[src/rtl/dram_mbank_cmd_fsm_pkg.sv]
`default_nettype none
`timescale 1ns/1ps
// ============================================================================
// Module   : dram_mbank_cmd_fsm_pkg
// Brief    : Shared types and default timing for the multi-bank DRAM
//            command FSM and its bank table.
// Revision : 1.0 - initial multi-bank release
// ============================================================================
package dram_mbank_cmd_fsm_pkg;

  // Command FSM states; 3-bit encoding covers all eight states
  typedef enum logic [2:0] {
    POWER_UP  = 3'd0,
    IDLE      = 3'd1,
    ACTIVATE  = 3'd2,
    READ      = 3'd3,
    WRITE     = 3'd4,
    PRECHARGE = 3'd5,
    PRE_ALL   = 3'd6,
    REFRESH   = 3'd7
  } dram_state_t;

  // Classification of an incoming request against the open-row table
  typedef enum logic [1:0] {
    ROW_HIT    = 2'd0,
    ROW_MISS   = 2'd1,
    ROW_CLOSED = 2'd2
  } row_class_t;

  // Default geometry and timing (state lengths in clock cycles)
  localparam int DEF_NUM_BANKS = 4;
  localparam int DEF_ROW_W     = 15;
  localparam int DEF_T_RCD     = 3;
  localparam int DEF_T_RP      = 3;
  localparam int DEF_T_RD      = 4;
  localparam int DEF_T_WR      = 4;
  localparam int DEF_T_RFC     = 16;

  // Larger of two integers, used to size the shared timing counter
  function automatic int max_int(input int a, input int b);
    return (a > b) ? a : b;
  endfunction

endpackage : dram_mbank_cmd_fsm_pkg
`default_nettype wire

[src/rtl/dram_mbank_cmd_fsm_bank_table.sv]
`default_nettype none
`timescale 1ns/1ps
// ============================================================================
// Module   : dram_mbank_cmd_fsm_bank_table
// Brief    : Per-bank open-row storage (flops only) with hit/miss/closed
//            lookup, single-bank set/clear and clear-all.
// Revision : 1.0 - initial multi-bank release
// ============================================================================
module dram_mbank_cmd_fsm_bank_table
  import dram_mbank_cmd_fsm_pkg::*;
#(
  parameter int NUM_BANKS = DEF_NUM_BANKS,
  parameter int ROW_W     = DEF_ROW_W
) (
  input  logic                         CLK,
  input  logic                         RST,
  input  logic [$clog2(NUM_BANKS)-1:0] lookup_bank,
  input  logic [ROW_W-1:0]             lookup_row,
  output row_class_t                   lookup_class,
  output logic                         any_open,
  input  logic                         set_en,
  input  logic [$clog2(NUM_BANKS)-1:0] set_bank,
  input  logic [ROW_W-1:0]             set_row,
  input  logic                         clr_en,
  input  logic [$clog2(NUM_BANKS)-1:0] clr_bank,
  input  logic                         clr_all
);

  localparam int BANK_W = $clog2(NUM_BANKS);

  logic [NUM_BANKS-1:0] open_valid;
  logic [ROW_W-1:0]     open_row [NUM_BANKS];

  generate
    for (genvar b = 0; b < NUM_BANKS; b++) begin : g_bank
      logic             valid_q;
      logic [ROW_W-1:0] row_q;

      // One bank entry: clear wins over set so PRE_ALL can never leave a bank open
      always_ff @(posedge CLK) begin
        if (RST) begin
          valid_q <= 1'b0;
          row_q   <= '0;
        end else if (clr_all || (clr_en && (clr_bank == BANK_W'(b)))) begin
          valid_q <= 1'b0;
        end else if (set_en && (set_bank == BANK_W'(b))) begin
          valid_q <= 1'b1;
          row_q   <= set_row;
        end
      end

      assign open_valid[b] = valid_q;
      assign open_row[b]   = row_q;
    end
  endgenerate

  // Classify the looked-up bank/row against the stored open row
  always_comb begin
    lookup_class = ROW_CLOSED;
    if (open_valid[lookup_bank]) begin
      lookup_class = (open_row[lookup_bank] == lookup_row) ? ROW_HIT : ROW_MISS;
    end
    any_open = |open_valid;
  end

endmodule : dram_mbank_cmd_fsm_bank_table
`default_nettype wire

[src/rtl/dram_mbank_cmd_fsm.sv]
`default_nettype none
`timescale 1ns/1ps
// ============================================================================
// Module   : dram_mbank_cmd_fsm
// Brief    : Multi-bank DRAM command sequencer. Tracks an open row per bank,
//            classifies requests as hit/miss/closed and sequences
//            PRECHARGE/ACTIVATE/READ/WRITE/REFRESH with internal timers.
//            Build option DRAM_CLOSED_PAGE_EN: precharge the bank after every
//            access (closed-page policy); refresh then never needs PRE_ALL.
// Revision : 1.0 - initial multi-bank release
// ============================================================================
module dram_mbank_cmd_fsm
  import dram_mbank_cmd_fsm_pkg::*;
#(
  parameter int NUM_BANKS = DEF_NUM_BANKS,
  parameter int ROW_W     = DEF_ROW_W,
  parameter int T_RCD     = DEF_T_RCD,
  parameter int T_RP      = DEF_T_RP,
  parameter int T_RD      = DEF_T_RD,
  parameter int T_WR      = DEF_T_WR,
  parameter int T_RFC     = DEF_T_RFC
) (
  input  logic                         CLK,
  input  logic                         RST,
  input  logic                         init_done,
  output logic                         init_req,
  input  logic                         req_valid,
  input  logic                         req_wen,
  input  logic [$clog2(NUM_BANKS)-1:0] req_bank,
  input  logic [ROW_W-1:0]             req_row,
  output logic                         req_ready,
  input  logic                         rf_req,
  output logic                         rf_ack,
  output dram_state_t                  cmd_state,
  output dram_state_t                  ncmd_state,
  output logic [$clog2(NUM_BANKS)-1:0] cmd_bank,
  output logic [ROW_W-1:0]             cmd_row,
  output logic                         row_hit,
  output logic                         ram_wait,
  output logic                         done
);

  localparam int BANK_W = $clog2(NUM_BANKS);
  localparam int T_MAX  = max_int(max_int(max_int(T_RCD, T_RP), max_int(T_RD, T_WR)), T_RFC);
  localparam int CNT_W  = $clog2(T_MAX + 1);

  dram_state_t        state_q;
  dram_state_t        state_d;
  logic [CNT_W-1:0]   cnt_q;
  logic               cnt_zero;
  logic               accept;
  logic               wen_q;
  logic [BANK_W-1:0]  bank_q;
  logic [ROW_W-1:0]   row_q;
  logic               hit_q;
  logic               held_q;
  row_class_t         tbl_class;
  row_class_t         req_class;
  logic               tbl_any_open;
  dram_state_t        data_state;

  // Timer preload for a state: length minus one, so the state lasts exactly T cycles
  function automatic logic [CNT_W-1:0] load_val(input dram_state_t s);
    case (s)
      ACTIVATE:           load_val = CNT_W'(T_RCD - 1);
      PRECHARGE, PRE_ALL: load_val = CNT_W'(T_RP - 1);
      READ:               load_val = CNT_W'(T_RD - 1);
      WRITE:              load_val = CNT_W'(T_WR - 1);
      REFRESH:            load_val = CNT_W'(T_RFC - 1);
      default:            load_val = '0;
    endcase
  endfunction

  dram_mbank_cmd_fsm_bank_table #(
    .NUM_BANKS (NUM_BANKS),
    .ROW_W     (ROW_W)
  ) u_bank_table (
    .CLK          (CLK),
    .RST          (RST),
    .lookup_bank  (req_bank),
    .lookup_row   (req_row),
    .lookup_class (tbl_class),
    .any_open     (tbl_any_open),
    .set_en       ((state_q == ACTIVATE) && cnt_zero),
    .set_bank     (bank_q),
    .set_row      (row_q),
    .clr_en       ((state_q == PRECHARGE) && cnt_zero),
    .clr_bank     (bank_q),
    .clr_all      ((state_q == PRE_ALL) && cnt_zero)
  );

  assign cnt_zero   = (cnt_q == '0);
  assign accept     = (state_q == IDLE) && !rf_req && req_valid;
  assign data_state = wen_q ? WRITE : READ;

`ifdef DRAM_CLOSED_PAGE_EN
  // Every bank is precharged after use, so nothing is ever open at arbitration
  logic unused_tbl;
  assign unused_tbl = ^{tbl_class, tbl_any_open};
  assign req_class  = ROW_CLOSED;
`else
  assign req_class  = tbl_class;
`endif

  // State register
  always_ff @(posedge CLK) begin
    if (RST) begin
      state_q <= POWER_UP;
    end else begin
      state_q <= state_d;
    end
  end

  // Per-state timer: preload on every state change, count down to zero
  always_ff @(posedge CLK) begin
    if (RST) begin
      cnt_q <= '0;
    end else if (state_d != state_q) begin
      cnt_q <= load_val(state_d);
    end else if (!cnt_zero) begin
      cnt_q <= cnt_q - 1'b1;
    end
  end

  // Next-state logic
  always_comb begin
    state_d = state_q;
    case (state_q)
      POWER_UP: begin
        if (init_done) state_d = IDLE;
      end
      IDLE: begin
        if (rf_req) begin
`ifdef DRAM_CLOSED_PAGE_EN
          state_d = REFRESH;
`else
          state_d = tbl_any_open ? PRE_ALL : REFRESH;
`endif
        end else if (req_valid) begin
          case (req_class)
            ROW_HIT:  state_d = req_wen ? WRITE : READ;
            ROW_MISS: state_d = PRECHARGE;
            default:  state_d = ACTIVATE;
          endcase
        end
      end
      ACTIVATE: begin
        if (cnt_zero) state_d = data_state;
      end
      READ, WRITE: begin
`ifdef DRAM_CLOSED_PAGE_EN
        if (cnt_zero) state_d = PRECHARGE;
`else
        if (cnt_zero) state_d = IDLE;
`endif
      end
      PRECHARGE: begin
`ifdef DRAM_CLOSED_PAGE_EN
        if (cnt_zero) state_d = IDLE;
`else
        if (cnt_zero) state_d = ACTIVATE;
`endif
      end
      PRE_ALL: begin
        if (cnt_zero) state_d = REFRESH;
      end
      REFRESH: begin
        if (cnt_zero) state_d = IDLE;
      end
      default: state_d = POWER_UP;
    endcase
  end

  // Request holding register: captured on acceptance so req_* may move on
  always_ff @(posedge CLK) begin
    if (RST) begin
      wen_q  <= 1'b0;
      bank_q <= '0;
      row_q  <= '0;
      hit_q  <= 1'b0;
      held_q <= 1'b0;
    end else if (accept) begin
      wen_q  <= req_wen;
      bank_q <= req_bank;
      row_q  <= req_row;
      hit_q  <= (req_class == ROW_HIT);
      held_q <= !((state_d == READ) || (state_d == WRITE));
    end else if ((state_d == READ) || (state_d == WRITE)) begin
      held_q <= 1'b0;
    end
  end

  // Output decode
  always_comb begin
    cmd_state  = state_q;
    ncmd_state = state_d;
    init_req   = (state_q == POWER_UP);
    req_ready  = accept;
    done       = ((state_q == READ) || (state_q == WRITE)) && cnt_zero;
    rf_ack     = (state_q == REFRESH) && cnt_zero;
    ram_wait   = held_q;
    row_hit    = hit_q;
    cmd_bank   = bank_q;
    cmd_row    = row_q;
  end

endmodule : dram_mbank_cmd_fsm
`default_nettype wire

[config.mk]
export PLATFORM = sky130hd
export DESIGN_NAME = dram_mbank_cmd_fsm
export DESIGN_NICKNAME = d
export VERILOG_FILES = /design/src/rtl/dram_mbank_cmd_fsm_pkg.sv /design/src/rtl/dram_mbank_cmd_fsm_bank_table.sv /design/src/rtl/dram_mbank_cmd_fsm.sv
export SDC_FILE = /design/constraint.sdc
export NUM_CORES = 1
export LEC_CHECK = 0
export ABC_AREA = 1
export CAP_MARGIN = 10
export CORE_MARGIN = 5
export CORE_UTILIZATION = 35
export DETAILED_ROUTE_END_ITERATION = 16
export GPL_TIMING_DRIVEN = 0
export PLACE_DENSITY = 0.54
export SLEW_MARGIN = 15
export SYNTH_ARGS = -nofsm -noshare
export SYNTH_HDL_FRONTEND = slang
export SYNTH_SLANG_ARGS = --single-unit
export TNS_END_PERCENT = 20
[constraint.sdc]
create_clock -name CLK -period 5.6 [get_ports CLK]
set_input_delay 1.12 -clock CLK [delete_from_list [all_inputs] [get_ports CLK]]
set_output_delay 1.12 -clock CLK [all_outputs]
set_load 0.02 [all_outputs]
# Yosys cells after proc, flatten, opt, wreduce, memory -nomap -nowiden
# Cells that the tools add are included.
[op_classes]
add_sub_neg = 1
order_cmp = 2
n_mux = 24
eq_ne = 20
n_reduce_logical = 40
n_bitwise = 5
[ops]
columns = ["cell", "count"]
rows = [
  ["$bmux 15 s2", 1],
  ["$mux 15", 2],
  ["$mux 3", 9],
  ["$eq 3x3->1 const B", 8],
  ["$pmux 3 s6", 1],
  ["$eq 15x15->1", 1],
  ["$logic_and 1x1->1", 15],
  ["$eq 3x2->1 const B", 4],
  ["$pmux 4 s3", 1],
  ["$mux 5", 2],
  ["$reduce_or 2->1", 5],
  ["$reduce_and 2->1", 4],
  ["$logic_or 1x1->1", 6],
  ["$pmux 3 s2", 1],
  ["$reduce_or 3->1", 2],
  ["$logic_not 5->1", 1],
  ["$mux 1", 5],
  ["$sub 5x1->5 const B", 1],
  ["$eq 2x1->1 const B", 2],
  ["$eq 2x2->1 const B", 2],
  ["$logic_not 2->1", 2],
  ["$not 1->1", 4],
  ["$reduce_or 4->1", 1],
  ["$eq 3x1->1 const B", 1],
  ["10 further kinds", 11],
]
[word_totals]
word_cells = 107
out_inout_bits = 29
in_bits = 23
register_bits = 92

# Depth between registers and ports, before layout
# Gate-level depths: netlist of run 1.
[depth]
depth_word = 16
ltp_mapped = 23

# By module
# From an unflattened synthesis of run 1, not the netlist that was laid out.
[hier_totals]
cells_unflattened = 708
area_unflattened_um2 = 4785.8
[by_module_without_submodules]
columns = ["mod", "seq_area_each_um2", "n_inst", "cells_per_inst", "area_each_um2"]
rows = [
  ["dram_mbank_cmd_fsm_bank_table", 1281.2, 1, 482, 3285.7],
  ["dram_mbank_cmd_fsm", 560.5, 1, 226, 1500.2],
]

# Worst setup path before layout of run 1
# No wires, ideal clock.
[synth_timing]
path_type = "input to output"
startpoint = "input req_bank[1]"
endpoint = "output ncmd_state[0]"
slack_ps = 2040
cell_stages = 16
required_time_ps = 4480
path_buffers = 2
arrival_time_ps = 2440
cell_sequence = "buf_4 -> inv_2 -> buf_4 -> nand3_1 -> nand3b_1 -> nand2_1 -> nor2_1 -> nand2_1 -> nor2_1 -> nand3_1 -> nand2_1 -> nand2_1 -> nand2_1 -> nand2_2 -> nand2_2 -> inv_1"
[synth_via]
elab_chain_len = 12
elab_cells_between_ends = 15
classes_between = "eq/ne (2); mux (11); bitwise (1); reduce/logical (1)"
[synth_lines]
columns = ["element", "line", "rtl"]
rows = [
  ["start: declaration", "dram_mbank_cmd_fsm.sv:29", "input logic [$clog2(NUM_BANKS)-1:0] req_bank,"],
  ["$not 2->3 (not written as such)", "dram_mbank_cmd_fsm_bank_table.sv:61", "lookup_class = (open_row[lookup_bank] == lookup_row) ? ROW_HIT : ROW_MISS;"],
  ["$bmux 15 s2", "dram_mbank_cmd_fsm_bank_table.sv:61", ""],
  ["$mux 15 (not written as such) (2 in series)", "dram_mbank_cmd_fsm_bank_table.sv:61", ""],
  ["$eq 15x15->1", "dram_mbank_cmd_fsm_bank_table.sv:61", ""],
  ["$mux 1", "dram_mbank_cmd_fsm_bank_table.sv:61", ""],
  ["$mux 2 *", "dram_mbank_cmd_fsm_bank_table.sv:60", "if (open_valid[lookup_bank]) begin"],
  ["$eq 2x1->1 or $logic_not 2->1 (tied branches)", "dram_mbank_cmd_fsm.sv:140", "case (req_class)"],
  ["$pmux 3 s2 *", "dram_mbank_cmd_fsm.sv:140", ""],
  ["$mux 3 *", "dram_mbank_cmd_fsm.sv:139", "end else if (req_valid) begin"],
  ["$mux 3 *", "dram_mbank_cmd_fsm.sv:133", "if (rf_req) begin"],
  ["$pmux 3 s6 *", "dram_mbank_cmd_fsm.sv:128", "case (state_q)"],
  ["end: declaration", "dram_mbank_cmd_fsm.sv:35", "output dram_state_t ncmd_state,"],
]
# Mark *: on every way between the ends. The rest lies on a longest branch, timed or not. The select of a mux whose other input is x is not followed.

# Worst setup path after layout of run 1
[layout_timing]
startpoint = "input req_bank[0]"
endpoint = "output ncmd_state[1]"
# Same word-level chain as after synthesis.

==> results of run 1 <==
-- Yosys cell counts --
cell       count  area (µm²)
a2111oi_0      1       8.760
a211oi_1       4       30.03
a21oi_1       14       70.07
a31oi_1        1       6.260
a32oi_1        1       8.760
buf_1          3       11.26
buf_2          7       35.03
buf_4          2       15.01
clkbuf_1      18       67.56
clkinv_1       1       3.750
dfxtp_1       92        1842
ha_1           1       12.51
inv_1         40       150.1
inv_2          5       18.77
nand2_1      143       536.8
nand2_2        4       25.02
nand3_1       51       255.2
nand3_2        1       10.01
nand3b_1      10       75.07
nand4_1        1       6.260
nor2_1       174       653.1
nor2_2         1       6.260
nor3_1         3       15.01
nor4_1         1       6.260
o2111a_1       1       11.26
o211ai_1       1       7.510
o21ai_0       85       425.4
o21ai_1        1       5.000
o22ai_1        1       6.260
or2_2          2       12.51
xor2_1         3       26.28
-- registers in the layout, indices dropped and copies added, names as in the netlist --
name,count
cmd_row,15
u_bank_table.g_bank.row_q,60
ram_wait,1
row_hit,1
u_bank_table.g_bank.valid_q,4
cnt_q,5
wen_q,1
cmd_state,3
cmd_bank,2
-- area by class of cell --
| class | instances | share of cell area (%) |
|---|---|---|
| multi-input cells | 505 | 41.54 |
| flip-flops and latches | 92 | 34.47 |
| repair buffers | 49 | 9.178 |
| clock buffers | 11 | 4.542 |
| well taps | 168 | 3.934 |
| inverters | 46 | 3.231 |
| plain buffers | 30 | 2.412 |
| clock inverters | 2 | 0.7024 |
-- stage by stage --
stage,setup WS [ns],hold slack (ns),util (%),total power [mW],instances
finish,0.4983,0.4716,44.12,2.138,903
detailed placement,0.5309,0.4593,41.81,1.550,890
CTS,0.5205,0.4716,44.12,2.149,903
floorplan,2.040,0.4421,-,1.286,673
global placement,0.5485,0.4540,41.81,1.537,890
global route,0.2728,0.5037,44.12,2.273,903
-- power by group --
group | switching, mW | internal [mW]
Clock | 0.250 | 0.351
Sequential | 0.0688 | 0.725
Combinational | 0.468 | 0.274
Total | 0.787 | 1.35
-- logic make-up after synthesis --
| family | after synthesis | share of synthesized area, % |
|---|---|---|
| simple gates | 391 | 36.71 |
| compound gates | 110 | 13.28 |
| flops | 92 | 42.21 |
| buf+inv | 76 | 6.911 |
| xor+xnor | 3 | 0.6023 |
| fa+ha+maj | 1 | 0.2867 |
-- final timing paths --
| kind | start | endpoint |
|---|---|---|
| setup / recovery | req_bank[0] | ncmd_state[1] |
| hold reg to reg | cnt_q[4] | cnt_q[4] |
| setup reg to reg | cnt_q[0] | cnt_q[2] |
| hold / removal | cnt_q[4] | cnt_q[4] |
-- routing by layer --
layer  routed length (µm)  GRT usage (%)  vias to the layer above
met3                  996          4.643                       12
met2                 6375          30.85                      139
met5                    0              0                        -
met1                 6694          28.02                     2102
li1                     -              -                     2277
met4                  148          4.692                        0
-- worst register-to-register path: cells and delay by family (launching register included) --
family	cells	cell delay [ns]
fa+ha+maj	1	0.19
simple gates	9	1.67
compound gates	1	0.20
flops	1	0.30
buf+inv	2	0.37
==> impl_metrics.py, run 1 <==
metrics = {
    "run_status": {
        "status": "completed",
    },
    "timing": {
        "final-hold-violation-count": 0,
        "setup_violations": 0,
        "fin_setup_tns_ns": 0,
        "slew_headroom_pct": 57.66,
        "post-route-min-period_ns": 5.102,
        "skew_ns": 0.006960,
        "rsz0062_at_grt": "false",
        "max_freq_mhz": 196.0,
        "tightest_slew_ns": 0.6351,
        "period_share_pct": 91.10,
        "drv_slew": 0,
    },
    "critical_path": {
        "worst-path-stages": 18,
        "critPathBufInv": 4,
        "worstSetupStartpointType": "primary input",
        "crit_path_frequent_cell": "nand2_1",
        "max_stage_delay_ns": 0.62,
        "crit_slowest_cell": "clkdlybuf4s50_1",
        "path_max_fanout": 10,
        "cp-end-kind": "output port",
        "cp_cell_sequence": "clkdlybuf4s50_1 > inv_2 > buf_2 > nand2_1 > nand3_1 > nand2_1 > nand2_1 > nand2_1 > nor2_1 > nand2_1 > nor2_1 > nand3_1 > nand2_1 > nand2_1 > nand2_1 > nand2_1 > nand2_2 > clkdlybuf4s50_1",
        "critical_path.top_delay_family": "buffers and inverters",
        "required_ns": 4.48,
        "r2r_slack_ns": 2.77,
        "cp_data_arrival_time_ns": 3.98,
        "reg2reg_depth": 13,
        "path_class": "primary input to output port",
    },
    "power": {
        "p_per_area_nw_per_um2": 400.0,
        "cellLeakagePower_nw": 2.225,
        "ir_worst_vdd_v": 0.0002569,
    },
    "placed_design": {
        "routabilityCongestion": 0.8302,
        "dp_hpwl_um": 10090,
        "port_buffers": 49,
        "dpl_cell_area_um2": 5064,
    },
    "finish": {
        "n_antenna_cell": 0,
        "syn_to_final_growth_pct": 22.48,
        "multi_input_area_um2": 2220,
        "regArea_um2": 1842,
        "nFillCells": 1320,
        "fin_area_um2": 5344,
        "layout_commonest_cell": "nor2_1",
        "drive_gt1_share_pct": 4.626,
        "nets": 757,
        "final_cell_mix": "nor2_1, nand2_1, dfxtp_1, o21ai_0, nand3_1",
    },
    "global_route": {
        "antenna_found_initial": 0,
        "grt_pass1_vias": 4203,
        "grt_max_degree": 14,
        "grt_pass1_wl_um": 22580,
        "grt_overflow": 0,
        "track_usage_pct": 19.88,
    },
    "cts": {
        "clk_latency_ns": 0.35,
        "cts.repair.resized": 0,
        "clk_pin_slew_ns": 0.06,
        "hold_buffers": 0,
        "cts_setup_buffers": 0,
        "cts_buffer_depth": 2,
        "root_buffer": "clkbuf_16",
        "cts_tree": "yes",
        "cts_made_buffers": 9,
        "h-tree-depth": 3,
        "numClockSinks": 92,
    },
    "synth": {
        "synthCells": 673,
        "synth.lib_cells_used.distinct": 31,
        "synth-warning-count": 0,
        "yosysSeqAreaShare_pct": 42.21,
        "netlist_area_um2": 4363,
        "synthesis.nets": 697,
        "syn_area_per_cell_um2": 6.483,
        "ys_ff_latch": 92,
    },
    "floorplan": {
        "die_w_um": 121.7,
        "rows": 40,
        "die_h_um": 121.7,
        "core_um2": 12110,
        "io_pins": 52,
        "start_util_pct": 36.02,
        "die_area_um2": 14800,
    },
    "routing": {
        "wire_per_inst_um": 15.74,
        "viasPerCell": 5.017,
        "vias": 4530,
        "drt_wl_total_um": 14210,
        "ant_nets": 0,
        "drt_iter0_markers": 357,
        "drc": 0,
        "drt_pass1_iterations": 5,
    },
    "min_path": {
        "whs_path_depth": 2,
        "hold_path_class": "flip-flop to flip-flop",
    },
    "flow_run": {
        "drv_cap": 0,
    },
}
No activity file was read; power rests on OpenSTA's default activity.
==> run 2, diff against run 1 <==
Settings changed: SKIP_CTS_REPAIR_TIMING set to 1.
==> results of run 2 <==
The final DEF is identical to that of run 1; final timing and power are the same.
